===== src/rtl/game_pkg.sv =====
// Shared Floppy Bird geometry, coordinate type and collision-sequencer types.
package game_pkg;

  localparam int COORD_W  = 10;
  localparam int N_CHECKS = 5;

  typedef logic [COORD_W-1:0] coord_t;

  localparam coord_t BIRD_X  = 10'd100;
  localparam coord_t BIRD_W  = 10'd16;
  localparam coord_t BIRD_H  = 10'd16;
  localparam coord_t PIPE_W  = 10'd40;
  localparam coord_t FLOOR_Y = 10'd460;

  typedef enum logic {IDLE, CMP} state_t;

  typedef logic [2:0] cmp_idx_t;
  localparam cmp_idx_t LAST_IDX = 3'd4;

  // Add with one guard bit, clamping to the largest coordinate on overflow.
  function automatic coord_t sat_add(input coord_t a, input coord_t b);
    logic [COORD_W:0] sum;
    sum = {1'b0, a} + {1'b0, b};
    return sum[COORD_W] ? '1 : sum[COORD_W-1:0];
  endfunction

endpackage


===== src/rtl/collision_sequencer_cmp.sv =====
// Unsigned 10-bit greater-than comparator shared by all collision checks.
module collision_sequencer_cmp
  import game_pkg::*;
(
  input  coord_t A,
  input  coord_t B,
  output logic   true_false
);

  assign true_false = (A > B);

endmodule


===== src/rtl/collision_sequencer.sv =====
// Per-frame collision checker: one comparator stepped through five checks,
// producing a registered hit / floor verdict with a one-cycle done pulse.
module collision_sequencer
  import game_pkg::*;
(
  input  logic                clk,
  input  logic                reset,
  input  logic                start,
  input  coord_t              bird_y,
  input  coord_t              pipe_x,
  input  coord_t              gap_top,
  input  coord_t              gap_bottom,
  output logic                busy,
  output logic                done,
  output logic                hit,
  output logic                hit_floor,
  output logic [N_CHECKS-1:0] cmp_flags
);

  state_t                state, state_n;
  cmp_idx_t              idx, idx_n;
  logic [N_CHECKS-1:0]   flags, flags_n, cmp_flags_n;
  logic                  done_n, hit_n, hit_floor_n, load;
  coord_t                bird_y_q, pipe_x_q, gap_top_q, gap_bottom_q;
  coord_t                cmp_a, cmp_b, bird_bottom;
  logic                  cmp_gt;

  // NOTE: operand registers carry no reset; they are always loaded before use,
  // and keeping them out of the reset block avoids needless reset fan-out.
  always_ff @(posedge clk) begin
    if (load) begin
      bird_y_q     <= bird_y;
      pipe_x_q     <= pipe_x;
      gap_top_q    <= gap_top;
      gap_bottom_q <= gap_bottom;
    end
  end

  assign bird_bottom = sat_add(bird_y_q, BIRD_H);

  // NOTE: every combinational output gets a default first so no latch is inferred.
  always_comb begin
    cmp_a = '0;
    cmp_b = '0;
    case (idx)
      3'd0: begin cmp_a = sat_add(pipe_x_q, PIPE_W); cmp_b = BIRD_X;       end
      3'd1: begin cmp_a = BIRD_X + BIRD_W;           cmp_b = pipe_x_q;     end
      3'd2: begin cmp_a = gap_top_q;                 cmp_b = bird_y_q;     end
      3'd3: begin cmp_a = bird_bottom;               cmp_b = gap_bottom_q; end
      3'd4: begin cmp_a = bird_bottom;               cmp_b = FLOOR_Y;      end
      default: ;
    endcase
  end

  collision_sequencer_cmp u_cmp (
    .A          (cmp_a),
    .B          (cmp_b),
    .true_false (cmp_gt)
  );

  always_comb begin
    state_n     = state;
    idx_n       = idx;
    flags_n     = flags;
    done_n      = 1'b0;
    hit_n       = hit;
    hit_floor_n = hit_floor;
    cmp_flags_n = cmp_flags;
    load        = 1'b0;
    case (state)
      IDLE: begin
        if (start) begin
          state_n = CMP;
          idx_n   = '0;
          flags_n = '0;
          load    = 1'b1;
        end
      end
      CMP: begin
        for (int i = 0; i < N_CHECKS; i++) begin
          if (idx == cmp_idx_t'(i)) flags_n[i] = cmp_gt;
        end
        if (idx == LAST_IDX) begin
          // Verdict uses flags_n so the final comparison lands in this same edge.
          state_n     = IDLE;
          idx_n       = '0;
          done_n      = 1'b1;
          cmp_flags_n = flags_n;
          hit_floor_n = flags_n[4];
          hit_n       = flags_n[4] | (flags_n[0] & flags_n[1] & (flags_n[2] | flags_n[3]));
        end else begin
          idx_n = idx + 3'd1;
        end
      end
      default: state_n = IDLE;
    endcase
  end

  // NOTE: sequential state uses non-blocking assignments only.
  always_ff @(posedge clk or posedge reset) begin
    if (reset) begin
      state     <= IDLE;
      idx       <= '0;
      flags     <= '0;
      done      <= 1'b0;
      hit       <= 1'b0;
      hit_floor <= 1'b0;
      cmp_flags <= '0;
    end else begin
      state     <= state_n;
      idx       <= idx_n;
      flags     <= flags_n;
      done      <= done_n;
      hit       <= hit_n;
      hit_floor <= hit_floor_n;
      cmp_flags <= cmp_flags_n;
    end
  end

  assign busy = (state == CMP);

endmodule

===== config.mk =====
export PLATFORM = sky130hd
export DESIGN_NAME = collision_sequencer
export DESIGN_NICKNAME = d
export VERILOG_FILES = /design/src/rtl/game_pkg.sv /design/src/rtl/collision_sequencer_cmp.sv /design/src/rtl/collision_sequencer.sv
export SDC_FILE = /design/constraint.sdc
export NUM_CORES = 1
export LEC_CHECK = 0
export CAP_MARGIN = 20
export CORE_MARGIN = 3
export CORE_UTILIZATION = 30
export DETAILED_ROUTE_END_ITERATION = 10
export HOLD_SLACK_MARGIN = 0.12
export PLACE_DENSITY = 0.61
export SLEW_MARGIN = 20
export SYNTH_ARGS = -nofsm -noshare
export SYNTH_HDL_FRONTEND = slang
export SYNTH_HIERARCHICAL = 1
export SYNTH_SLANG_ARGS = --single-unit

===== constraint.sdc =====
create_clock -name clk -period 3.2 [get_ports clk]
set_clock_uncertainty 0.1 [all_clocks]
set_input_delay 0.32 -clock clk [delete_from_list [all_inputs] [get_ports clk]]
set_output_delay 0.32 -clock clk [all_outputs]
set_load 0.05 [all_outputs]

==> impl_metrics.py, run 1 <==
metrics = {
    "status": {
        "status": "finished clean",
    },
    "sta": {
        "finalCriticalPeriod_ns": 3.17,
        "period_share": 0.990,
        "hold_viol_final": 0,
        "slew_headroom": 0.618,
        "hold_slack_ns": 0.269,
        "rsz0062_at_grt": "yes",
        "tightest_slew_ns": 0.573,
        "finalSetupViolations": 0,
        "slew_viol_final": 0,
        "fmax_ghz": 0.316,
    },
    "route": {
        "drt-initial-drc-count": 154,
        "dr.pass1.iters": 4,
        "drcViolationCount": 0,
        "vias": 2248,
        "met2_length_mm": 3.40,
        "vias_per_cell": 5.03,
        "top_layer": "met4",
        "ant_nets": 0,
        "wl_met1_mm": 2.96,
        "wl_per_cell_um": 15.3,
        "wirelength_mm": 6.85,
        "dr_wl_met3_um": 428,
    },
    "placed_design": {
        "placed_area_um2": 3630,
        "port_buffers": 51,
        "gp_congestion": 0.876,
        "hpwl_mm": 4.92,
    },
    "floorplanning": {
        "ios": 52,
        "die_h_um": 103,
        "rows": 34,
        "start_util": 0.317,
        "core_um2": 8930,
        "dieWidth_um": 103,
        "dieArea_um2": 10600,
    },
    "yosys": {
        "syn-num-nets": 314,
        "synthTopCellsByCount": "edfxtp_1 (40), nand2_1 (30), o21ai_0 (22)",
        "synth-main-ff-cell": "edfxtp_1",
        "ys.warnings.count": 6,
        "postSynthCellCount": 254,
        "synth_largest_area_cell": "edfxtp_1",
        "ys_top_cells_by_area": "edfxtp_1 (42%), dfrtp_1 (13%), ha_1 (7.5%), nand2_1 (4.0%), o21ai_0 (3.9%)",
        "synth-edff-count": 40,
        "syn_area_um2": 2830,
        "synth_top_area_frac": 0.424,
        "yosysSeqAreaShare": 0.557,
        "synth.most_common_cell": "edfxtp_1",
        "synth.avg_cell_area_um2": 11.1,
        "synthDistinctLibCells": 40,
        "synth-seq-cells": 55,
        "synth-async-reset-ratio": 0.273,
    },
    "layout": {
        "ff_latch_area_um2": 1580,
        "area_growth_pct": 42.6,
        "drive_gt1_frac": 0.245,
        "n_antenna_cell": 0,
        "fin_area_um2": 4040,
        "fill_cells": 852,
        "multi_input_area_um2": 1290,
        "nets": 398,
    },
    "cts": {
        "htree_levels": 2,
        "worstSkewPairLatency_ns": 0.31,
        "clk_path_buf_depth": 2,
        "cts_buffers": 5,
        "cts-root-buf": "clkbuf_8",
        "cts_tree": "built",
        "clkTransAtPathRegs_ns": 0.10,
        "clock_sinks": 55,
    },
    "setup_path": {
        "crit_fanout": 5,
        "worstRegToRegCells": 13,
        "critPathLaunchType": "flop",
        "criticalPathCategory": "flop to flop",
        "arrival_ns": 3.24,
        "rrSetupSlack_ns": 0.03,
        "cp.required_ns": 3.27,
        "cp-end-kind": "flop",
    },
    "min_path": {
        "hold_class": "input pin to async pin",
    },
    "global_routing": {
        "grt_overflow": 0,
        "first_global_vias": 2203,
        "grt_usage": 0.130,
        "grt_max_degree": 30,
        "grt_first_pass_wirelength_mm": 10.6,
        "antenna_found_initial": 0,
    },
    "power_and_ir_drop": {
        "p_per_area_nw_per_um2": 991,
        "comb_power_share": 0.626,
        "p_int_uw": 2350,
        "pwr-share-clk": 0.116,
        "p_leak_uw": 0.00152,
        "pwr-share-seq": 0.258,
        "p_sw_uw": 1650,
        "switching_share": 0.412,
        "irDropWorstVdd_uv": 399,
    },
    "job": {
        "max_cap_viol_count": 0,
    },
}
worst max-delay path, cell delays in order (launching register included):
cell	delay, ns
edfxtp_1	0.46
ha_2	0.23
o21ai_2	0.17
buf_4	0.14
xnor2_1	0.05
o21ai_0	0.24
nand3_1	0.19
ha_4	0.28
a211oi_2	0.17
nor2_1	0.07
o41a_1	0.49
mux2i_1	0.22
nand2b_1	0.14
o31ai_1	0.08
cells in the final DEF (no fill, tap or decap), drive strengths merged, types with 2 or more instances in the layout:
cell | synthesis | layout
a31oi | 2 | 2
a21o | 2 | 2
edfxtp | 40 | 40
clkbuf | 4 | 7
a41oi | 2 | 2
mux2 | 2 | 2
nand2 | 30 | 30
nand2b | 4 | 4
a21oi | 14 | 14
clkdlybuf4s50 | 0 | 51
nor2b | 5 | 5
mux2i | 4 | 4
o31ai | 2 | 2
buf | 8 | 37
o21ai | 25 | 25
nor3 | 2 | 2
nand4 | 2 | 2
xnor2 | 3 | 3
inv | 21 | 22
nor2 | 12 | 12
o211ai | 2 | 2
dfrtp | 15 | 15
a221oi | 4 | 4
a222oi | 7 | 7
ha | 17 | 17
nand3 | 16 | 16
per-layer routing:
| layer | vias to the layer above | GRT usage |
|---|---|---|
| met5 | - | 0 |
| met4 | 0 | 0.0349 |
| met3 | 4 | 0.0298 |
| met2 | 69 | 0.219 |
| met1 | 1066 | 0.169 |
| li1 | 1109 | - |
repair_timing:
action	CTS	global route
pin swaps	4	20
hold buffers	0	0
setup endpoints to repair	5	9
buffers inserted	4	9
gates resized for setup	6	37
gates cloned	0	1
state kept, by name (all words and copies together), names as in the netlist:
name          flops
gap_bottom_q     10
flags             4
idx               3
bird_y_q         10
cmp_flags         4
busy              1
hit_floor         1
gap_top_q        10
pipe_x_q         10
done              1
hit               1
power by group through the flow:
| stage | Sequential (µW) | Combinational (µW) | Clock (µW) |
|---|---|---|---|
| floorplan | 1140 | 1220 | 0 |
| global placement | 1030 | 1950 | 0 |
| finish | 1030 | 2510 | 464 |
| CTS | 1020 | 2100 | 481 |
| detailed placement | 1030 | 1960 | 0 |
| global route | 1050 | 2770 | 513 |
stage by stage:
stage | std cells | TNS, ns | total power (µW) | utilization | setup WS, ns
after detailed placement | 426 | -0.116 | 3000 | 0.406 | -0.0663
after floorplan | 254 | 0 | 2350 | - | 0.207
after CTS | 438 | 0 | 3600 | 0.425 | 0.0181
after global placement | 426 | 0 | 2980 | 0.406 | 0.00363
after global routing | 447 | -0.780 | 4340 | 0.452 | -0.136
final | 447 | 0 | 4000 | 0.452 | 0.0336
area by class of cell:
| type | count | share of cell area |
|---|---|---|
| timing repair buffer | 89 | 0.209 |
| multi-input combinational | 166 | 0.320 |
| tap | 108 | 0.0335 |
| inverter | 21 | 0.0195 |
| clock buffer | 6 | 0.0180 |
| clock inverter | 2 | 0.00961 |
| sequential | 55 | 0.391 |
final timing paths:
check                                         startpoint                        to
worst max-delay path               pipe_x_q[4]$_DFFE_PP_      flags[3]$_DFFE_PP0P_
worst min-delay path                               reset  cmp_flags[3]$_DFFE_PP0P_
worst max register to register     pipe_x_q[4]$_DFFE_PP_      flags[3]$_DFFE_PP0P_
worst min register to register  cmp_flags[2]$_DFFE_PP0P_  cmp_flags[2]$_DFFE_PP0P_
max in group asynchronous                          reset        idx[1]$_DFFE_PP0P_
min in group clk                cmp_flags[2]$_DFFE_PP0P_  cmp_flags[2]$_DFFE_PP0P_
logic make-up (layout without fill, tap and decap cells):
kind of cell | after synthesis | in the layout | share of synthesized area
AOI/OAI and AO/OA | 68 | 68 | 0.161
xor gates and xnor gates | 3 | 3 | 0.00928
adders and majority gates | 17 | 17 | 0.0751
buffers and inverters | 33 | 118 | 0.0526
DFF | 55 | 55 | 0.557
muxes | 6 | 6 | 0.0221
and+or+nand+nor | 72 | 72 | 0.123
Power figures use the tool's default switching activity.
==> run 2: changes to the inputs <==
--- a/config.mk
+++ b/config.mk
@@ -9,6 +9,7 @@
 export CORE_MARGIN = 3
 export CORE_UTILIZATION = 30
 export DETAILED_ROUTE_END_ITERATION = 10
+export GPL_TIMING_DRIVEN = 1
 export HOLD_SLACK_MARGIN = 0.12
 export PLACE_DENSITY = 0.61
 export SLEW_MARGIN = 20
==> results of run 2 <==
Final layout, timing and power as in run 1 (identical DEF).
==> run 3: changes to the inputs <==
--- a/config.mk
+++ b/config.mk
@@ -5,13 +5,14 @@
 export SDC_FILE = /design/constraint.sdc
 export NUM_CORES = 1
 export LEC_CHECK = 0
+export ABC_AREA = 1
 export CAP_MARGIN = 20
 export CORE_MARGIN = 3
-export CORE_UTILIZATION = 30
+export CORE_UTILIZATION = 35
 export DETAILED_ROUTE_END_ITERATION = 10
 export GPL_TIMING_DRIVEN = 1
 export HOLD_SLACK_MARGIN = 0.12
-export PLACE_DENSITY = 0.61
+export PLACE_DENSITY = 0.67
 export SLEW_MARGIN = 20
 export SYNTH_ARGS = -nofsm -noshare
 export SYNTH_HDL_FRONTEND = slang
==> run 3 against run 2 <==
- non-clock buffer count fell by 30
- count of clock-buffer cells in the layout did not move
- largest cell class unchanged
- die area down 9.6%
- largest power group unchanged
- clock power down 11%
- highest routed layer unchanged
- global-route usage is 1.3 points higher
- utilization is 2.4 points higher
- via count is 6.5% higher
- critical path type unchanged
- area after synthesis is 4.8% higher
==> impl_metrics.py, run 3 <==
metrics = {
    "layout": {
        "fill_cells": 751,
        "drive_gt1_frac": 0.0955,
        "mostFrequentLayoutCells": "nand2_1 (100), inv_1 (51), clkdlybuf4s50_1 (51)",
        "nets": 457,
        "utilization": 0.476,
        "final_common_cell": "nand2_1",
        "multi_input_area_um2": 1190,
        "area_growth_pct": 27.7,
        "ff_latch_area_um2": 1580,
        "n_antenna_cell": 0,
    },
    "yosys": {
        "synth_top_family_by_area": "simple AND/OR/NAND/NOR gates",
        "synthMuxAreaShare": 0,
        "synth.most_common_cell": "nand2_1",
        "postSynthCellCount": 337,
        "synth-async-reset-ratio": 0.273,
        "synthTopCellsByCount": "nand2_1 (101), inv_1 (52), edfxtp_1 (40)",
        "yosys.area_share.simple": 0.214,
        "syn_area_um2": 2970,
        "synth.avg_cell_area_um2": 8.81,
        "synth-edff-count": 40,
        "synth-main-ff-cell": "edfxtp_1",
        "synth-seq-cells": 55,
        "synth_largest_area_cell": "edfxtp_1",
        "yosysSeqAreaShare": 0.531,
        "synth_compound_area_frac": 0.0957,
        "synthDistinctLibCells": 24,
        "ys.warnings.count": 6,
        "synth_top_area_frac": 0.405,
        "synthXorXnorAreaFrac": 0.00295,
        "syn-num-nets": 397,
        "synth_fa_ha_area_frac": 0.0717,
        "ys_top_cells_by_area": "edfxtp_1 (40%), nand2_1 (13%), dfrtp_1 (13%), ha_1 (7.2%), inv_1 (6.6%)",
    },
    "cts": {
        "cts-root-buf": "clkbuf_8",
        "worstSkewPairLatency_ns": 0.31,
        "clock_sinks": 55,
        "cts-hold-fix-buffers": 0,
        "clkTransAtPathRegs_ns": 0.10,
        "cts_buffers": 5,
        "clk_path_buf_depth": 2,
        "cts_tree": "built",
        "htree_levels": 2,
    },
    "setup_path": {
        "criticalPathCategory": "flop to flop",
        "max_stage_delay_ns": 0.42,
        "arrival_ns": 3.14,
        "cp.required_ns": 3.35,
        "critPathBufInv": 5,
        "cp-end-kind": "flop",
        "crit_fanout": 10,
        "slowest_stage": "dfrtp_1",
        "worstPathCellList": "inv_1 -> ha_1 -> nand2_4 -> nand2_1 -> nor3_4 -> buf_4 -> a21oi_1 -> inv_1 -> ha_1 -> nand2_2 -> nor2_4 -> inv_2 -> a21oi_2 -> nor2_1 -> nor2_2 -> inv_1 -> nand3_1 -> nand2_1 -> nor2_1 -> nand2_1 -> a21oi_1",
        "crit_family": "simple AND/OR/NAND/NOR gates",
        "critPathLaunchType": "flop",
    },
    "route": {
        "drt-initial-drc-count": 178,
        "drcViolationCount": 0,
        "dr.pass1.iters": 5,
        "dr_wl_met3_um": 318,
        "met2_length_mm": 3.27,
        "ant_nets": 0,
        "vias": 2393,
        "wirelength_mm": 6.87,
        "top_layer": "met4",
        "wl_per_cell_um": 13.7,
        "vias_per_cell": 4.79,
        "wl_met1_mm": 3.16,
    },
    "sta": {
        "period_share": 0.935,
        "fmax_ghz": 0.334,
        "slew_viol_final": 0,
        "fin_ws_ns": 0.209,
        "tightest_slew_ns": 0.600,
        "hold_viol_final": 0,
        "finalCriticalPeriod_ns": 2.99,
        "slew_headroom": 0.599,
        "finalSetupViolations": 0,
    },
    "floorplanning": {
        "dieWidth_um": 98.1,
        "core_um2": 7970,
        "die_h_um": 98.1,
        "rows": 32,
        "start_util": 0.372,
        "dieArea_um2": 9620,
        "ios": 52,
    },
    "placed_design": {
        "place_ws_ns": 0.0110,
        "gp_congestion": 0.903,
        "port_buffers": 51,
        "hpwl_mm": 5.14,
    },
    "global_routing": {
        "first_global_vias": 2341,
        "grt_first_pass_wirelength_mm": 11.0,
        "antenna_found_initial": 0,
        "grt_usage": 0.143,
        "grt_max_degree": 27,
        "grt_overflow": 0,
    },
    "power_and_ir_drop": {
        "irDropWorstVdd_uv": 311,
        "p_per_area_nw_per_um2": 948,
        "p_leak_uw": 0.00166,
    },
    "status": {
        "status": "finished clean",
    },
    "job": {
        "max_cap_viol_count": 0,
    },
    "min_path": {
        "hold_class": "input pin to async pin",
    },
}
-- run 3: through the flow --
step	power, µW	instances	TNS, ns	hold WS (ns)	cell area (µm²)
2_1_floorplan	2520	337	0	0.121	2970
3_3_place_gp	3010	489	0	0.368	3610
3_5_place_dp	3040	489	0	0.378	3610
4_1_cts	3470	497	0	0.271	3710
5_1_grt	3880	500	-0.00844	0.319	3790
6_report	3590	500	0	0.261	3790
-- run 3: power breakdown --
group / switching, µW / leakage, µW / internal, µW
Clock: 234 / 0.0000478 / 177
Sequential: 84.9 / 0.000545 / 927
Combinational: 1370 / 0.00107 / 801
-- run 3: final timing paths --
| check | start | to | slack (ns) | cells after the start |
|---|---|---|---|---|
| worst min register to register | cmp_flags[1]$_DFFE_PP0P_ | cmp_flags[1]$_DFFE_PP0P_ | 0.39 | 2 |
| worst max register to register | idx[1]$_DFFE_PP0P_ | hit$_DFFE_PP0P_ | 0.21 | 21 |
| min in group clk | cmp_flags[1]$_DFFE_PP0P_ | cmp_flags[1]$_DFFE_PP0P_ | 0.39 | 2 |
| worst max-delay path | idx[1]$_DFFE_PP0P_ | hit$_DFFE_PP0P_ | 0.21 | 21 |
| worst min-delay path | reset | busy$_DFF_PP0_ | 0.26 | 2 |
| max in group asynchronous | reset | flags[1]$_DFFE_PP0P_ | 2.35 | 2 |
-- run 3: kinds of logic after synthesis --
group / Yosys count
and+or+nand+nor: 150
AOI/OAI and AO/OA: 51
DFF: 55
adders and majority gates: 17
xor gates and xnor gates: 1
buffers and inverters: 63
-- run 3: layout make-up --
class | count | share of cell area
sequential | 55 | 0.416
inverter | 57 | 0.0585
clock inverter | 2 | 0.00363
timing repair buffer | 59 | 0.152
clock buffer | 6 | 0.0218
tap | 102 | 0.0337
multi-input combinational | 219 | 0.315
-- run 3: what timing repair did --
action	in CTS	in global routing
endpoints found under the setup margin	1	10
buffers inserted	0	3
gates resized for setup	0	19
pin swaps	1	1
-- run 3: per-layer routing --
| layer | up-vias | GRT usage |
|---|---|---|
| met4 | 0 | 0.0564 |
| met3 | 9 | 0.0229 |
| met1 | 1099 | 0.187 |
| met5 | - | 0 |
| li1 | 1216 | - |
| met2 | 69 | 0.237 |
-- run 3: worst register-to-register path: cells and delay by family (launching register included) --
kind,cells,cell delay [ns]
fa+ha+maj,2,0.56
compound gates,3,0.31
simple gates,11,1.05
buf+inv,5,0.49
flops,1,0.42
